### src/rtl/fft32_frame_ctrl_if.sv
// Handshake and data bus between the FFT frame sequencer, its sample source,
// the twiddle ROM controls, the butterfly input and the stage-0 write-back path.
interface fft32_frame_ctrl_if #(parameter int nb = 9);
  logic            IN_VALID;
  logic            IN_READY;
  logic [nb*4-1:0] IR;
  logic [nb*4-1:0] II;
  logic            START;
  logic            STAGE;
  logic [nb*4-1:0] DR;
  logic [nb*4-1:0] DI;
  logic            D_VALID;
  logic            D_FIRST;
  logic            WB_VALID;
  logic            WB_READY;
  logic [nb*4-1:0] WR;
  logic [nb*4-1:0] WI;
  logic            FRAME_DONE;
  logic            BUSY;

  modport master (
    output IN_VALID, IR, II, WB_VALID, WR, WI,
    input  IN_READY, START, STAGE, DR, DI, D_VALID, D_FIRST, WB_READY, FRAME_DONE, BUSY
  );

  modport slave (
    input  IN_VALID, IR, II, WB_VALID, WR, WI,
    output IN_READY, START, STAGE, DR, DI, D_VALID, D_FIRST, WB_READY, FRAME_DONE, BUSY
  );
endinterface

### src/rtl/fft32_frame_ctrl.sv
// Frame sequencer for the 32-point FFT: buffers one frame, replays it per stage
// in ROM-aligned 4-sample groups, and swaps in the stage-0 results for stage 1.
module fft32_frame_ctrl #(
  parameter int nb     = 9,
  parameter int GROUPS = 8,
  parameter int HOLD   = 4
) (
  input logic               CLK,
  input logic               RST,
  fft32_frame_ctrl_if.slave bus
);

  localparam int PW = $clog2(GROUPS);
  localparam int HW = $clog2(HOLD);
  localparam int CW = $clog2(GROUPS * HOLD);
  localparam int DW = 2 * nb * 4;

  typedef enum logic [2:0] {
    FILL, START0, WAIT0, STREAM0, WB, START1, WAIT1, STREAM1
  } state_e;

  state_e          state_q, state_d;
  logic [PW-1:0]   wptr_q, wptr_d;
  logic [CW-1:0]   cnt_q, cnt_d;
  logic            stage_q, stage_d;
  logic            armed_q;
  logic            done_q, done_d;
  logic [nb*4-1:0] dr_q, di_q;
  logic [DW-1:0]   mem_q [GROUPS];

  logic            wrEn;
  logic [DW-1:0]   wrData;
  logic            streamD;
  logic            loadEn;

  always_comb begin
    state_d = state_q;
    wrEn    = 1'b0;
    wrData  = {bus.II, bus.IR};
    case (state_q)
      FILL: begin
        wrEn = bus.IN_VALID && armed_q;
        if (wrEn && wptr_q == PW'(GROUPS - 1)) state_d = START0;
      end
      START0:  state_d = WAIT0;
      WAIT0:   if (cnt_q == CW'(1)) state_d = STREAM0;
      STREAM0: if (cnt_q == CW'(GROUPS * HOLD - 1)) state_d = WB;
      WB: begin
        wrEn   = bus.WB_VALID;
        wrData = {bus.WI, bus.WR};
        if (wrEn && wptr_q == PW'(GROUPS - 1)) state_d = START1;
      end
      START1:  state_d = WAIT1;
      WAIT1:   if (cnt_q == CW'(1)) state_d = STREAM1;
      STREAM1: if (cnt_q == CW'(GROUPS * HOLD - 1)) state_d = FILL;
      default: state_d = FILL;
    endcase

    // A single counter paces WAIT and STREAM; it restarts on every state change.
    cnt_d  = (state_d != state_q) ? '0 : cnt_q + CW'(1);
    wptr_d = (state_d != state_q) ? '0 : (wrEn ? wptr_q + PW'(1) : wptr_q);

    stage_d = stage_q;
    if (state_d == START0) stage_d = 1'b0;
    else if (state_d == START1) stage_d = 1'b1;

    done_d  = (state_q == STREAM1) && (state_d == FILL);
    streamD = (state_d == STREAM0) || (state_d == STREAM1);
    loadEn  = streamD && (cnt_d[HW-1:0] == '0);
  end

  always_ff @(posedge CLK or posedge RST) begin
    if (RST) begin
      state_q <= FILL;
      wptr_q  <= '0;
      cnt_q   <= '0;
      stage_q <= 1'b0;
      armed_q <= 1'b0;
      done_q  <= 1'b0;
      dr_q    <= '0;
      di_q    <= '0;
    end else begin
      state_q <= state_d;
      wptr_q  <= wptr_d;
      cnt_q   <= cnt_d;
      stage_q <= stage_d;
      armed_q <= 1'b1;
      done_q  <= done_d;
      // Fetch the next group one cycle early so it appears on the group boundary.
      if (loadEn) begin
        {di_q, dr_q} <= mem_q[cnt_d[CW-1:HW]];
      end
    end
  end

  always_ff @(posedge CLK) begin
    if (wrEn) mem_q[wptr_q] <= wrData;
  end

  assign bus.IN_READY   = (state_q == FILL) && armed_q;
  assign bus.WB_READY   = (state_q == WB);
  assign bus.START      = (state_q == START0) || (state_q == START1);
  assign bus.STAGE      = stage_q;
  assign bus.D_VALID    = (state_q == STREAM0) || (state_q == STREAM1);
  assign bus.D_FIRST    = ((state_q == STREAM0) || (state_q == STREAM1)) && (cnt_q[HW-1:0] == '0);
  assign bus.DR         = dr_q;
  assign bus.DI         = di_q;
  assign bus.FRAME_DONE = done_q;
  assign bus.BUSY       = (state_q != FILL);

endmodule
### src/flat_wrapper.sv
// flat-port wrapper written by rule: the top's interface ports become plain ports
module fft32_frame_ctrl_flat 
#(
  parameter int nb     = 9,
  parameter int GROUPS = 8,
  parameter int HOLD   = 4
)
  (CLK, RST, bus_IN_VALID, bus_IR, bus_II, bus_WB_VALID, bus_WR, bus_WI, bus_IN_READY, bus_START, bus_STAGE, bus_DR, bus_DI, bus_D_VALID, bus_D_FIRST, bus_WB_READY, bus_FRAME_DONE, bus_BUSY);
  fft32_frame_ctrl_if #(.nb(nb)) bus_i ();
  input logic CLK;
  input logic RST;
  input wire logic [$bits(bus_i.IN_VALID)-1:0] bus_IN_VALID;
  input wire logic [$bits(bus_i.IR)-1:0] bus_IR;
  input wire logic [$bits(bus_i.II)-1:0] bus_II;
  input wire logic [$bits(bus_i.WB_VALID)-1:0] bus_WB_VALID;
  input wire logic [$bits(bus_i.WR)-1:0] bus_WR;
  input wire logic [$bits(bus_i.WI)-1:0] bus_WI;
  output wire logic [$bits(bus_i.IN_READY)-1:0] bus_IN_READY;
  output wire logic [$bits(bus_i.START)-1:0] bus_START;
  output wire logic [$bits(bus_i.STAGE)-1:0] bus_STAGE;
  output wire logic [$bits(bus_i.DR)-1:0] bus_DR;
  output wire logic [$bits(bus_i.DI)-1:0] bus_DI;
  output wire logic [$bits(bus_i.D_VALID)-1:0] bus_D_VALID;
  output wire logic [$bits(bus_i.D_FIRST)-1:0] bus_D_FIRST;
  output wire logic [$bits(bus_i.WB_READY)-1:0] bus_WB_READY;
  output wire logic [$bits(bus_i.FRAME_DONE)-1:0] bus_FRAME_DONE;
  output wire logic [$bits(bus_i.BUSY)-1:0] bus_BUSY;
  assign bus_i.IN_VALID = bus_IN_VALID;
  assign bus_i.IR = bus_IR;
  assign bus_i.II = bus_II;
  assign bus_i.WB_VALID = bus_WB_VALID;
  assign bus_i.WR = bus_WR;
  assign bus_i.WI = bus_WI;
  assign bus_IN_READY = bus_i.IN_READY;
  assign bus_START = bus_i.START;
  assign bus_STAGE = bus_i.STAGE;
  assign bus_DR = bus_i.DR;
  assign bus_DI = bus_i.DI;
  assign bus_D_VALID = bus_i.D_VALID;
  assign bus_D_FIRST = bus_i.D_FIRST;
  assign bus_WB_READY = bus_i.WB_READY;
  assign bus_FRAME_DONE = bus_i.FRAME_DONE;
  assign bus_BUSY = bus_i.BUSY;
  fft32_frame_ctrl #(.nb(nb), .GROUPS(GROUPS), .HOLD(HOLD)) u_core (.CLK(CLK), .RST(RST), .bus(bus_i));
endmodule
### config.mk
export PLATFORM = sky130hd
export DESIGN_NAME = fft32_frame_ctrl_flat
export DESIGN_NICKNAME = d
export VERILOG_FILES = /design/src/rtl/fft32_frame_ctrl_if.sv /design/src/rtl/fft32_frame_ctrl.sv /design/src/flat_wrapper.sv
export SDC_FILE = /design/constraint.sdc
export NUM_CORES = 1
export LEC_CHECK = 0
export ABC_AREA = 1
export CORE_MARGIN = 3
export CORE_UTILIZATION = 55
export DETAILED_ROUTE_END_ITERATION = 8
export HOLD_SLACK_MARGIN = 0.1
export PLACE_DENSITY_LB_ADDON = 0.2
export SLEW_MARGIN = 20
export SYNTH_ARGS = -nofsm -noshare
export SYNTH_HDL_FRONTEND = slang
export SYNTH_SLANG_ARGS = --single-unit
### constraint.sdc
create_clock -name CLK -period 10.3 [get_ports CLK]
set_input_delay 1.545 -clock CLK [delete_from_list [all_inputs] [get_ports CLK]]
set_output_delay 1.545 -clock CLK [all_outputs]
set_load 0.01 [all_outputs]
Yosys cells after proc, flatten, opt, wreduce, memory -nomap -nowiden
Memories as Yosys holds them, arrays and structs flattened. A register that Yosys moved wholly into a read port is not among the register bits.
Cells that the tools add are included.
{"block": "word_totals", "regBits": 14, "latch_bits": 0, "ramBits": 576, "rom_bits": 0, "out_inout_bits": 80, "elab_cells": 57, "n_memories": 1}
{"memory": "u_core.mem_q", "depth": 8, "word_bits": 72, "rd": 1, "rd_ports_with_merged_regs": 1, "write_ports": 1, "line_no": "fft32_frame_ctrl.sv:29", "rtl": "logic [DW-1:0] mem_q [GROUPS];"}
{"block": "classes", "n_addsub": 2, "n_mul": 0, "n_div": 0, "magnitude_cmp": 0, "eq_ne": 15, "n_shift": 0, "n_mux": 16, "bitwise": 0, "n_reduce_logical": 17}
{"cell": "72-bit 2-to-1 mux", "count": 1}
{"cell": "3-bit 2-to-1 mux", "count": 8}
{"cell": "3-bit one-hot mux with 8 select lines", "count": 1}
{"cell": "3-bit equality test (second input constant)", "count": 7}
{"cell": "3-bit by 2-bit equality test with 1-bit output (second input constant)", "count": 3}
{"cell": "1-bit logical AND", "count": 7}
{"cell": "3-bit by 1-bit equality test with 1-bit output (second input constant)", "count": 2}
{"cell": "3-bit zero test", "count": 2}
{"cell": "5-bit by 1-bit adder with 5-bit output (second input constant)", "count": 1}
{"cell": "5-bit by 1-bit equality test with 1-bit output (second input constant)", "count": 1}
{"cell": "5-bit equality test (second input constant)", "count": 1}
{"cell": "5-bit 2-to-1 mux", "count": 1}
{"cell": "2-bit zero test", "count": 2}
{"cell": "1-bit 2-to-1 mux", "count": 4}
{"cell": "2-bit nonzero test", "count": 2}
{"cell": "3-bit by 1-bit adder with 3-bit output (second input constant)", "count": 1}
{"cell": "1-bit logical OR", "count": 3}
{"cell": "3-bit inequality test", "count": 1}
{"cell": "3-bit nonzero test", "count": 1}
{"cell": "1-bit one-hot mux with 2 select lines", "count": 1}

Longest topological paths before layout
Gate-level depths: netlist (run 1).
{"block": "depth", "word_depth": 8, "depth_mapped": 19, "depth_no_buf": 15}

Worst setup path after synthesis (run 1)
Ideal clock, no wire load.
{"block": "synth_path", "path_type": "input -> register", "start": "in bus_IN_VALID", "end": "mem u_core.mem_q[1][0] (netlist bit) (enable)", "setup_ns": 0.502, "t_arrival_ns": 5.075, "setup_slack_ns": 4.723, "cell_stages": 8, "n_path_buf": 0, "cell_sequence": "nand2_1 > inv_1 > nand3_1 > nand2_2 > inv_1 > nor2_1 > inv_1 > nor2_1"}
{"block": "synth_between", "elab_chain_len": 4}
{"item": "from (decl)", "line_no": "flat_wrapper.sv:12", "rtl": "input wire logic [$bits(bus_i.IN_VALID)-1:0] bus_IN_VALID;"}
{"item": "1-bit logical AND", "line_no": "fft32_frame_ctrl.sv:42", "rtl": "wrEn = bus.IN_VALID && armed_q;"}
{"item": "1-bit one-hot mux with 2 select lines", "line_no": "fft32_frame_ctrl.sv:40", "rtl": "case (state_q)"}
{"item": "1-bit 2-to-1 mux", "line_no": "fft32_frame_ctrl.sv:97", "rtl": "if (wrEn) mem_q[wptr_q] <= wrData;"}
{"item": "1-bit 2-to-1 mux (not written as such)", "line_no": "fft32_frame_ctrl.sv:97"}
{"item": "to (decl)", "line_no": "fft32_frame_ctrl.sv:29"}
No other way between the ends.

Worst setup path in the final report (run 1)
{"block": "layout_path", "start": "in bus_IN_VALID", "end": "reg u_core.dr_q[34], in the netlist u_core.bus.DR[34] (read register of u_core.mem_q)"}
{"block": "layout_between", "elab_chain_len": 8, "elab_cells_between_ends": 11}
{"item": "1-bit logical AND (*)", "line_no": "fft32_frame_ctrl.sv:42"}
{"item": "1-bit logical AND (*)", "line_no": "fft32_frame_ctrl.sv:43", "rtl": "if (wrEn && wptr_q == PW'(GROUPS - 1)) state_d = START0;"}
{"item": "3-bit 2-to-1 mux (*)", "line_no": "fft32_frame_ctrl.sv:43"}
{"item": "3-bit one-hot mux with 8 select lines (*)", "line_no": "fft32_frame_ctrl.sv:40"}
{"item": "3-bit inequality test", "line_no": "fft32_frame_ctrl.sv:60", "rtl": "cnt_d = (state_d != state_q) ? '0 : cnt_q + CW'(1);"}
{"item": "5-bit 2-to-1 mux", "line_no": "fft32_frame_ctrl.sv:60"}
{"item": "2-bit zero test", "line_no": "fft32_frame_ctrl.sv:69", "rtl": "loadEn = streamD && (cnt_d[HW-1:0] == '0);"}
{"item": "1-bit logical AND", "line_no": "fft32_frame_ctrl.sv:69"}
{"item": "to (decl)", "line_no": "fft32_frame_ctrl.sv:28", "rtl": "logic [nb*4-1:0] dr_q, di_q;"}
Every way passes the cells marked *; elsewhere a longest branch is shown, timed or not.
A chain may end at the register's enable or synchronous reset.

==> results of run 1 <==
==> registers in the layout (all words and copies together) (netlist names) <==
name and count:
u_core.state_q 3, u_core.armed_q 1, u_core.bus.DR 36, u_core.mem_q 576, u_core.bus.FRAME_DONE 1, u_core.bus.DI 36
u_core.cnt_q 5, u_core.bus.STAGE 1, u_core.wptr_q 3
==> metal layers <==
metal,routed length (um),track usage [%],vias up,share of wire (%)
met5,0,0,-,0
met4,2170,10.5,0,2.9
met3,6470,4.06,172,8.6
met2,36100,43.5,1059,48
met1,30200,35.5,10097,40
li1,-,-,9790,-
==> report_power, final <==
part / total (W) / internal (W) / switching [W]
clock: 0.00237 / 0.00140 / 0.000974
sequential: 0.00381 / 0.00367 / 0.000142
combinational: 0.00422 / 0.00122 / 0.00300
==> layout make-up <==
cell class                      instances  area, um2  share of cell area [%]
Sequential cell                       662      19400                    56.9
Tap cell                              680        851                    2.49
Multi-Input combinational cell       1508       7190                    21.0
Timing Repair Buffer                  257       2550                    7.47
Clock buffer                          100       1970                    5.75
Inverter                              532       2000                    5.86
Clock inverter                         24        185                   0.541
==> worst min path at each step <==
stage	start	endpoint
2_1_floorplan	u_core.state_q[2]$_DFF_PP0_	u_core.state_q[2]$_DFF_PP0_
4_1_cts	u_core.bus.DI[34]$_DFFE_PP0P_	u_core.bus.DI[34]$_DFFE_PP0P_
3_3_place_gp	u_core.bus.DR[4]$_DFFE_PP0P_	u_core.bus.DR[4]$_DFFE_PP0P_
3_5_place_dp	u_core.bus.DR[12]$_DFFE_PP0P_	u_core.bus.DR[12]$_DFFE_PP0P_
6_report	u_core.bus.DR[12]$_DFFE_PP0P_	u_core.bus.DR[12]$_DFFE_PP0P_
5_1_grt	u_core.bus.DR[5]$_DFFE_PP0P_	u_core.bus.DR[5]$_DFFE_PP0P_
==> cell families (layout without fill, tap and decap cells) <==
family,after synthesis,count (layout),synth area share [%]
XOR/XNOR,2,2,0.0598
AND/OR/NAND/NOR,1492,1492,23.6
AO/OA/AOI/OAI,7,7,0.154
other,1,1,0.0128
adder cells (fa/ha/maj),6,6,0.256
flip-flops,662,662,66.4
buffers and inverters,708,913,9.52
==> synthesized netlist by cell type (all sizes together) <==
cell type and instances:
a21oi 2, a32o 1, and3 1, buf 70, clkbuf 106, conb 1
dfrtp 86, edfxtp 576, ha 6, inv 532, nand2 670, nand3 654
nand3b 72, nand4 73, nor2 20, nor3 2, o21ai 2, o31ai 2
xor2 2
==> worst max-delay path, cell delays in order <==
cell and delay [ns]:
clkdlybuf4s50_1 0.39, nand2_1 0.06, inv_1 0.03, nand3_1 0.07, nand2_2 0.11, nand2_2 0.10
nand3_1 0.12, nand2_4 0.44, nand2_8 0.45, inv_4 0.84, buf_4 0.80, nand3_1 0.18
nand3_1 0.14, nand3_1 0.10, nand2_1 0.09
==> per-stage QoR <==
| step | instances | util [%] | hold WS, ns | total power (W) |
|---|---|---|---|---|
| 6_report | 3763 | 65.7 | 0.475 | 0.0104 |
| 5_1_grt | 3763 | 65.7 | 0.496 | 0.0110 |
| 4_1_cts | 3761 | 65.7 | 0.482 | 0.0104 |
| 3_5_place_dp | 3637 | 61.5 | 0.467 | 0.00801 |
| 3_3_place_gp | 3636 | 61.5 | 0.467 | 0.00786 |
| 2_1_floorplan | 2878 | - | 0.497 | 0.00679 |
==> flow_metrics.tcl, run 1 <==
set metrics [dict create \
    slew_headroom_pct 25.2 \
    ys_types 27 \
    outcome "finished, final reports clean" \
    yosysWarnings 0 \
    whs_path_depth 2 \
    hold_violations 0 \
    hpwl_mm 38.8 \
    critPathKind "in -> reg" \
    layout_commonest_cell "nand2_1" \
    tritoncts "done" \
    max_slew.worst_pin.slew_ns 1.12 \
    gp_congestion 0.773 \
    cp_data_required_time_ns 10.81 \
    final_cell_mix "nand2_1, nand3_1, edfxtp_1" \
    synth_cells 2878 \
    end_kind "register" \
    start_util_pct 56.3 \
    vdd_drop_max_mv 0.380 \
    avgRoutedWirePerCell_um 19.9 \
    antenna_found_initial 0 \
    p_leak_nw 14.7 \
    grt_start_max_net_pins 210 \
    rrSetupSlack_ns 5.38 \
    finalSetupTns_ns 0 \
    placed_area_um2 32000 \
    ys_top_cells_by_area "edfxtp_1, nand3_1, nand2_1" \
    crit_end "u_core.bus.DR[34]$_DFFE_PP0P_" \
    synth_top_area_share_pct 59.1 \
    viasPerCell 5.61 \
    tritoncts.num_buffers 69 \
    worst_r2r_endpoint "u_core.bus.DR[34]$_DFFE_PP0P_" \
    clock-sinks 662 \
    startpoint "bus_IN_VALID" \
    grt_pass1_vias 20895 \
    area_delta_synth_final_pct 16.8 \
    dieArea_um2 56000 \
    fin_skew_ns 0.0219 \
    design_area_um2 34200 \
    synth_area_um2 29300 \
    yosysTopAreaCell "edfxtp_1" \
    diodes 0 \
    place_ws_ns 4.66 \
    holdBufCountCts 0 \
    period_share_pct 49.4 \
    vias 21118 \
    cts_buffer_depth 3 \
    dr.pass1.iters 6 \
    rsz0062_at_grt "false" \
    drtIter0Drc 2080 \
    syn_area_per_cell_um2 10.2 \
    cp_data_arrival_time_ns 5.60 \
    cts_resized 0 \
    final_nets 3184 \
    cts-root-buf "clkbuf_16" \
    drt-total-wl_mm 74.9 \
    nFillCells 3924 \
    drive_gt1_share_pct 4.83 \
    synth_nets 3032 \
    setup_slack_ns 5.21 \
    die_w_um 237 \
    drv_slew 0 \
    htreeDepth 3 \
    groute.usage.overall_pct 26.4 \
    ff2ff_path_depth 16 \
    grt_pass1_wl_mm 116 \
    drc 0 \
    clk_latency_ns 0.59 \
    fmax_ghz 0.197 \
    dieHeight_um 237 \
    post_cts_buffers 0 \
    detail-route-antenna-nets 0 \
    port_buffers 227 \
    setup_viol 0 \
    worstPathMaxFanout 79 \
    ys_ff_latch 662 \
    pin_count 228 \
    ys_seq_area_share_pct 66.4 \
    hp-class "reg -> reg" \
    maxCapViolCount 0 \
    reg2reg_from "u_core.cnt_q[0]$_DFF_PP0_" \
    rows 83 \
    p_per_area_nw_per_um2 304 \
    path_clk_slew_ns 0.06 \
    min_period_ns 5.09 \
    start_kind "input pin" \
    core_um2 52000 \
    overflow 0 \
]
(Power assumes the default switching activity.)
==> run 2: changes to the inputs <==
==> constraint.sdc (replaced) <==
create_clock -name CLK -period 4.9 [get_ports CLK]
set_input_delay 0.735 -clock CLK [delete_from_list [all_inputs] [get_ports CLK]]
set_output_delay 0.735 -clock CLK [all_outputs]
set_load 0.01 [all_outputs]
==> run 2 against run 1 <==
Global-route usage grew 0.55 points. Via count grew 0.66%. Combinational power grew 110%. Die area is the same. Critical path type is now reg -> reg. Hold slack gained 0.0055 ns. Sequential power grew 110%. Wire length grew 1.6%. First-iteration DRC count grew 6.8%. Non-clock buffer count grew 14. Count of clock-buffer cells in the layout grew 2. Critical endpoint is now u_core.bus.DR[26]$_DFFE_PP0P_.
==> flow_metrics.tcl, run 2 (synthesis results as in run 1) <==
set metrics [dict create \
    setup_viol 0 \
    outcome "finished, final reports clean" \
    die_w_um 237 \
    area_delta_synth_final_pct 17.9 \
    drv_slew 0 \
    overflow 0 \
    post_cts_buffers 0 \
    start_util_pct 56.3 \
    cp_data_required_time_ns 5.36 \
    drt-total-wl_mm 76.1 \
    end_kind "register" \
    dieHeight_um 237 \
    cts-root-buf "clkbuf_16" \
    drive_gt1_share_pct 5.39 \
    cts_resized 0 \
    gp_congestion 0.796 \
    layout_commonest_cell "nand2_1" \
    final_cell_mix "nand2_1, nand3_1, edfxtp_1" \
    grt_pass1_vias 21131 \
    slew_headroom_pct 7.38 \
    drtIter0Drc 2222 \
    detail-route-antenna-nets 0 \
    diodes 0 \
    min_period_ns 3.61 \
    tritoncts.num_buffers 68 \
    cts_buffer_depth 3 \
    hp-class "reg -> reg" \
    viasPerCell 5.63 \
    critPathKind "reg -> reg" \
    hold_violations 0 \
    vdd_drop_max_mv 0.798 \
    placed_area_um2 32300 \
    p_leak_nw 14.8 \
    avgRoutedWirePerCell_um 20.1 \
    htreeDepth 3 \
    core_um2 52000 \
    largest-register "u_core.mem_q" \
    grt_pass1_wl_mm 118 \
    rows 83 \
    maxCapViolCount 0 \
    rsz0062_at_grt "false" \
    max_slew.worst_pin.slew_ns 1.39 \
    dr.pass1.iters 6 \
    start_kind "register" \
    clock-sinks 662 \
    grt_start_max_net_pins 241 \
    ff2ff_path_depth 15 \
    fmax_ghz 0.277 \
    port_buffers 227 \
    whs_path_depth 2 \
    groute.usage.overall_pct 26.9 \
    largest_register_ffs 576 \
    worstPathMaxFanout 216 \
    clk_latency_ns 0.59 \
    path_clk_slew_ns 0.06 \
    antenna_found_initial 1 \
    p_per_area_nw_per_um2 645 \
    drc 0 \
    finalSetupTns_ns 0 \
    fin_skew_ns 0.0160 \
    design_area_um2 34500 \
    holdBufCountCts 0 \
    holdWs_ns 0.480 \
    cp_data_arrival_time_ns 4.07 \
    hpwl_mm 39.0 \
    pin_count 228 \
    final_nets 3197 \
    vias 21258 \
    period_share_pct 73.7 \
    dieArea_um2 56000 \
    p_total_w 0.0222 \
    tritoncts "done" \
    nFillCells 3860 \
]
run 2: changes by cell type in the layout (fill, tap and decap cells not counted), sizes merged:
cell / previous run / this run
clkbuf: 100 / 102
bufinv: 3 / 5
buf: 30 / 44
clkinv: 21 / 17
run 2: per-layer routing:
metal / vias up / routed length, um / global-route usage, %
li1: 9834 / - / -
met1: 10240 / 30200 / 36.1
met4: 0 / 2020 / 9.49
met2: 1024 / 37100 / 45.0
met5: - / 0 / 0
met3: 160 / 6770 / 4.34
run 2: path summary, 6_finish.rpt:
check,startpoint,end,slack (ns)
max,u_core.cnt_q[0]$_DFF_PP0_,u_core.bus.DR[26]$_DFFE_PP0P_,1.29
max reg2reg,u_core.cnt_q[0]$_DFF_PP0_,u_core.bus.DR[26]$_DFFE_PP0P_,1.29
min reg2reg,u_core.bus.DI[19]$_DFFE_PP0P_,u_core.bus.DI[19]$_DFFE_PP0P_,0.48
min,u_core.bus.DI[19]$_DFFE_PP0P_,u_core.bus.DI[19]$_DFFE_PP0P_,0.48
min in group asynchronous,RST,u_core.armed_q$_DFF_PP0_,0.75
max in group asynchronous,RST,u_core.bus.DI[30]$_DFFE_PP0P_,3.08
run 2: critical path: stages (launching register included):
cell and delay [ns]:
dfrtp_1 0.42, ha_1 0.30, and3_1 0.19, ha_1 0.24, inv_1 0.11, nand2_1 0.14, nand2_1 0.08, inv_2 0.10
nand3_1 0.12, nand2_4 0.15, buf_12 0.57, nand3_1 0.18, nand3_1 0.19, nand3_1 0.08, nand3_1 0.13, nand2_1 0.06
run 2: area by class of cell:
type / instances / area (um2) / area share (%)
clock buffers: 102 / 2010 / 5.81
multi-input cells: 1508 / 7190 / 20.8
clock inverters: 22 / 236 / 0.685
well taps: 680 / 851 / 2.47
repair buffers: 271 / 2780 / 8.05
inverters: 532 / 2000 / 5.80
flip-flops and latches: 662 / 19400 / 56.4
run 2: power by group:
| group | total (W) | switching [W] | leakage [nW] | internal [W] |
|---|---|---|---|---|
| clock network | 0.00517 | 0.00208 | 1.09 | 0.00310 |
| logic | 0.00905 | 0.00634 | 7.50 | 0.00270 |
| registers | 0.00802 | 0.000312 | 6.25 | 0.00771 |
run 2: metrics by stage:
stage | worst slack [ns] | cells | utilization, %
6_report | 1.29 | 3777 | 66.3
5_1_grt | 1.16 | 3777 | 66.3
4_1_cts | 1.32 | 3777 | 66.3
3_5_place_dp | 1.31 | 3653 | 62.0
3_3_place_gp | 1.37 | 3653 | 62.0
2_1_floorplan | 0.133 | 2878 | -
==> run 3: changes to the inputs <==
--- a/config.mk
+++ b/config.mk
@@ -7,7 +7,7 @@
 export LEC_CHECK = 0
 export ABC_AREA = 1
 export CORE_MARGIN = 3
-export CORE_UTILIZATION = 55
+export CORE_UTILIZATION = 53
 export DETAILED_ROUTE_END_ITERATION = 8
 export HOLD_SLACK_MARGIN = 0.1
 export PLACE_DENSITY_LB_ADDON = 0.2
==> constraint.sdc (replaced) <==
create_clock -name CLK -period 3 [get_ports CLK]
set_input_delay 0.45 -clock CLK [delete_from_list [all_inputs] [get_ports CLK]]
set_output_delay 0.45 -clock CLK [all_outputs]
set_load 0.01 [all_outputs]
==> run 3 against run 2 <==
Count of clock-buffer cells in the layout decreased by 6. Fmax increased by 28%. Cell area increased by 1.7%. Non-clock buffer count increased by 23. Via count increased by 0.83%. Combinational power increased by 73%. Wire length increased by 1.2%. Utilization decreased by 1.6 points. Largest power group unchanged.
==> flow_metrics.tcl, run 3 (synthesis results as in run 1) <==
set metrics [dict create \
    cp_num_buf_inv 4 \
    holdWs_ns 0.167 \
    hp-class "in -> async" \
    place_ws_ns -0.0589 \
    path_clk_slew_ns 0.06 \
    cp_slowest_cell "dfrtp_1" \
    area_delta_synth_final_pct 19.8 \
    diodes 0 \
    core_um2 54200 \
    cp_data_arrival_time_ns 3.36 \
    dieHeight_um 241 \
    cts-root-buf "clkbuf_16" \
    drv_slew 0 \
    clk_latency_ns 0.61 \
    cp_slowest_stage_delay_ns 0.40 \
    outcome "finished, final reports clean" \
    largest_register_ffs 576 \
    gp_congestion 0.800 \
    largest-register "u_core.mem_q" \
    htreeDepth 3 \
    start_util_pct 54.0 \
    slew_headroom_pct 52.8 \
    final_nets 3221 \
    overflow 0 \
    tritoncts.num_buffers 69 \
    drc 0 \
    drtIter0Drc 2378 \
    hpwl_mm 40.6 \
    crit_chain "ha_1 -> and3_1 -> ha_1 -> inv_1 -> nand2_1 -> nand2_1 -> inv_2 -> nand2_2 -> nand2_4 -> nand2_2 -> nor2_1 -> nor3_4 -> buf_4 -> buf_12 -> nand3_1 -> nand2_1" \
    drt-total-wl_mm 77.0 \
    vdd_drop_max_mv 0.812 \
    grt_pass1_wl_mm 117 \
    setup_viol 0 \
    rows 85 \
    finalSetupTns_ns 0 \
    rsz0062_at_grt "true" \
    critPathKind "reg -> reg" \
    clock-sinks 662 \
    port_buffers 227 \
    end_kind "register" \
    setup_slack_ns 0.182 \
    grt_pass1_vias 21105 \
    viasPerCell 5.61 \
    fmax_ghz 0.355 \
    start_kind "register" \
    cp_top_family "simple AND/OR/NAND/NOR gates" \
    p_per_area_nw_per_um2 1060 \
    fin_skew_ns 0.0245 \
    period_share_pct 93.9 \
    grt_start_max_net_pins 121 \
    tritoncts "done" \
    avgRoutedWirePerCell_um 20.2 \
    drive_gt1_share_pct 6.27 \
    antenna_found_initial 1 \
    max_slew.worst_pin.slew_ns 0.709 \
    hold_violations 0 \
    vias 21435 \
    maxCapViolCount 0 \
    crit_top_cell "nand2_1" \
    dieArea_um2 58100 \
    layout_commonest_cell "nand2_1" \
    pin_count 228 \
    final_cell_mix "nand2_1, nand3_1, edfxtp_1" \
    p_leak_nw 15.1 \
    detail-route-antenna-nets 0 \
    cp_data_required_time_ns 3.54 \
    cts_buffer_depth 3 \
    worstPathMaxFanout 21 \
    groute.usage.overall_pct 26.2 \
    die_w_um 241 \
    min_period_ns 2.82 \
    dr.pass1.iters 6 \
]
[run 3: final timing paths]
| path | startpoint | to | slack, ns | cells past startpoint |
|---|---|---|---|---|
| worst min register to register | u_core.bus.DR[23]$_DFFE_PP0P_ | u_core.bus.DR[23]$_DFFE_PP0P_ | 0.48 | 2 |
| max in group asynchronous | RST | u_core.bus.DI[6]$_DFFE_PP0P_ | 2.13 | 3 |
| worst max-delay path | u_core.cnt_q[0]$_DFF_PP0_ | u_core.bus.DI[13]$_DFFE_PP0P_ | 0.18 | 16 |
| min in group CLK | u_core.bus.DR[23]$_DFFE_PP0P_ | u_core.bus.DR[23]$_DFFE_PP0P_ | 0.48 | 2 |
| worst min-delay path | RST | u_core.bus.DR[27]$_DFFE_PP0P_ | 0.17 | 2 |
| worst max register to register | u_core.cnt_q[0]$_DFF_PP0_ | u_core.bus.DI[13]$_DFFE_PP0P_ | 0.18 | 16 |
[run 3: per-stage QoR]
step                      utilization [%]  instance area [um2]  instances  total power (W)
after CTS                            64.4                34900       3818           0.0368
final                                64.7                35100       3820           0.0371
after global placement               60.3                32700       3689           0.0278
after global routing                 64.7                35100       3820           0.0393
after floorplan                         -                29300       2878           0.0233
after detailed placement             60.3                32700       3689           0.0283
[run 3: power breakdown]
| part | internal (W) | switching (W) | leakage [nW] |
|---|---|---|---|
| Combinational | 0.00499 | 0.0107 | 7.74 |
| Sequential | 0.0126 | 0.000466 | 6.25 |
| Clock | 0.00493 | 0.00344 | 1.09 |
| Total | 0.0225 | 0.0146 | 15.1 |
[run 3: cell type report]
cell class / instances / area (um2)
Sequential cell: 662 / 19400
Fill cell: 4112 / 19200
Multi-Input combinational cell: 1508 / 7190
Timing Repair Buffer: 294 / 3330
Inverter: 532 / 2030
Clock buffer: 96 / 1920
Tap cell: 696 / 871
Clock inverter: 32 / 299
[run 3: timing repair]
action,CTS,global route
gates cloned,0,2
hold buffers,0,0
endpoints found under the setup margin,47,70
gates resized for setup,1,20
buffers inserted,1,0
pin swaps,1,1
[run 3: metal layers]
layer	global-route usage (%)	part of all wire [%]	wire [um]	up-vias
li1	-	-	-	9874
met1	34.7	40	31100	10389
met2	44.8	49	37600	1033
met3	3.71	8.5	6550	139
met4	9.20	2.3	1740	0
met5	0	0	0	-
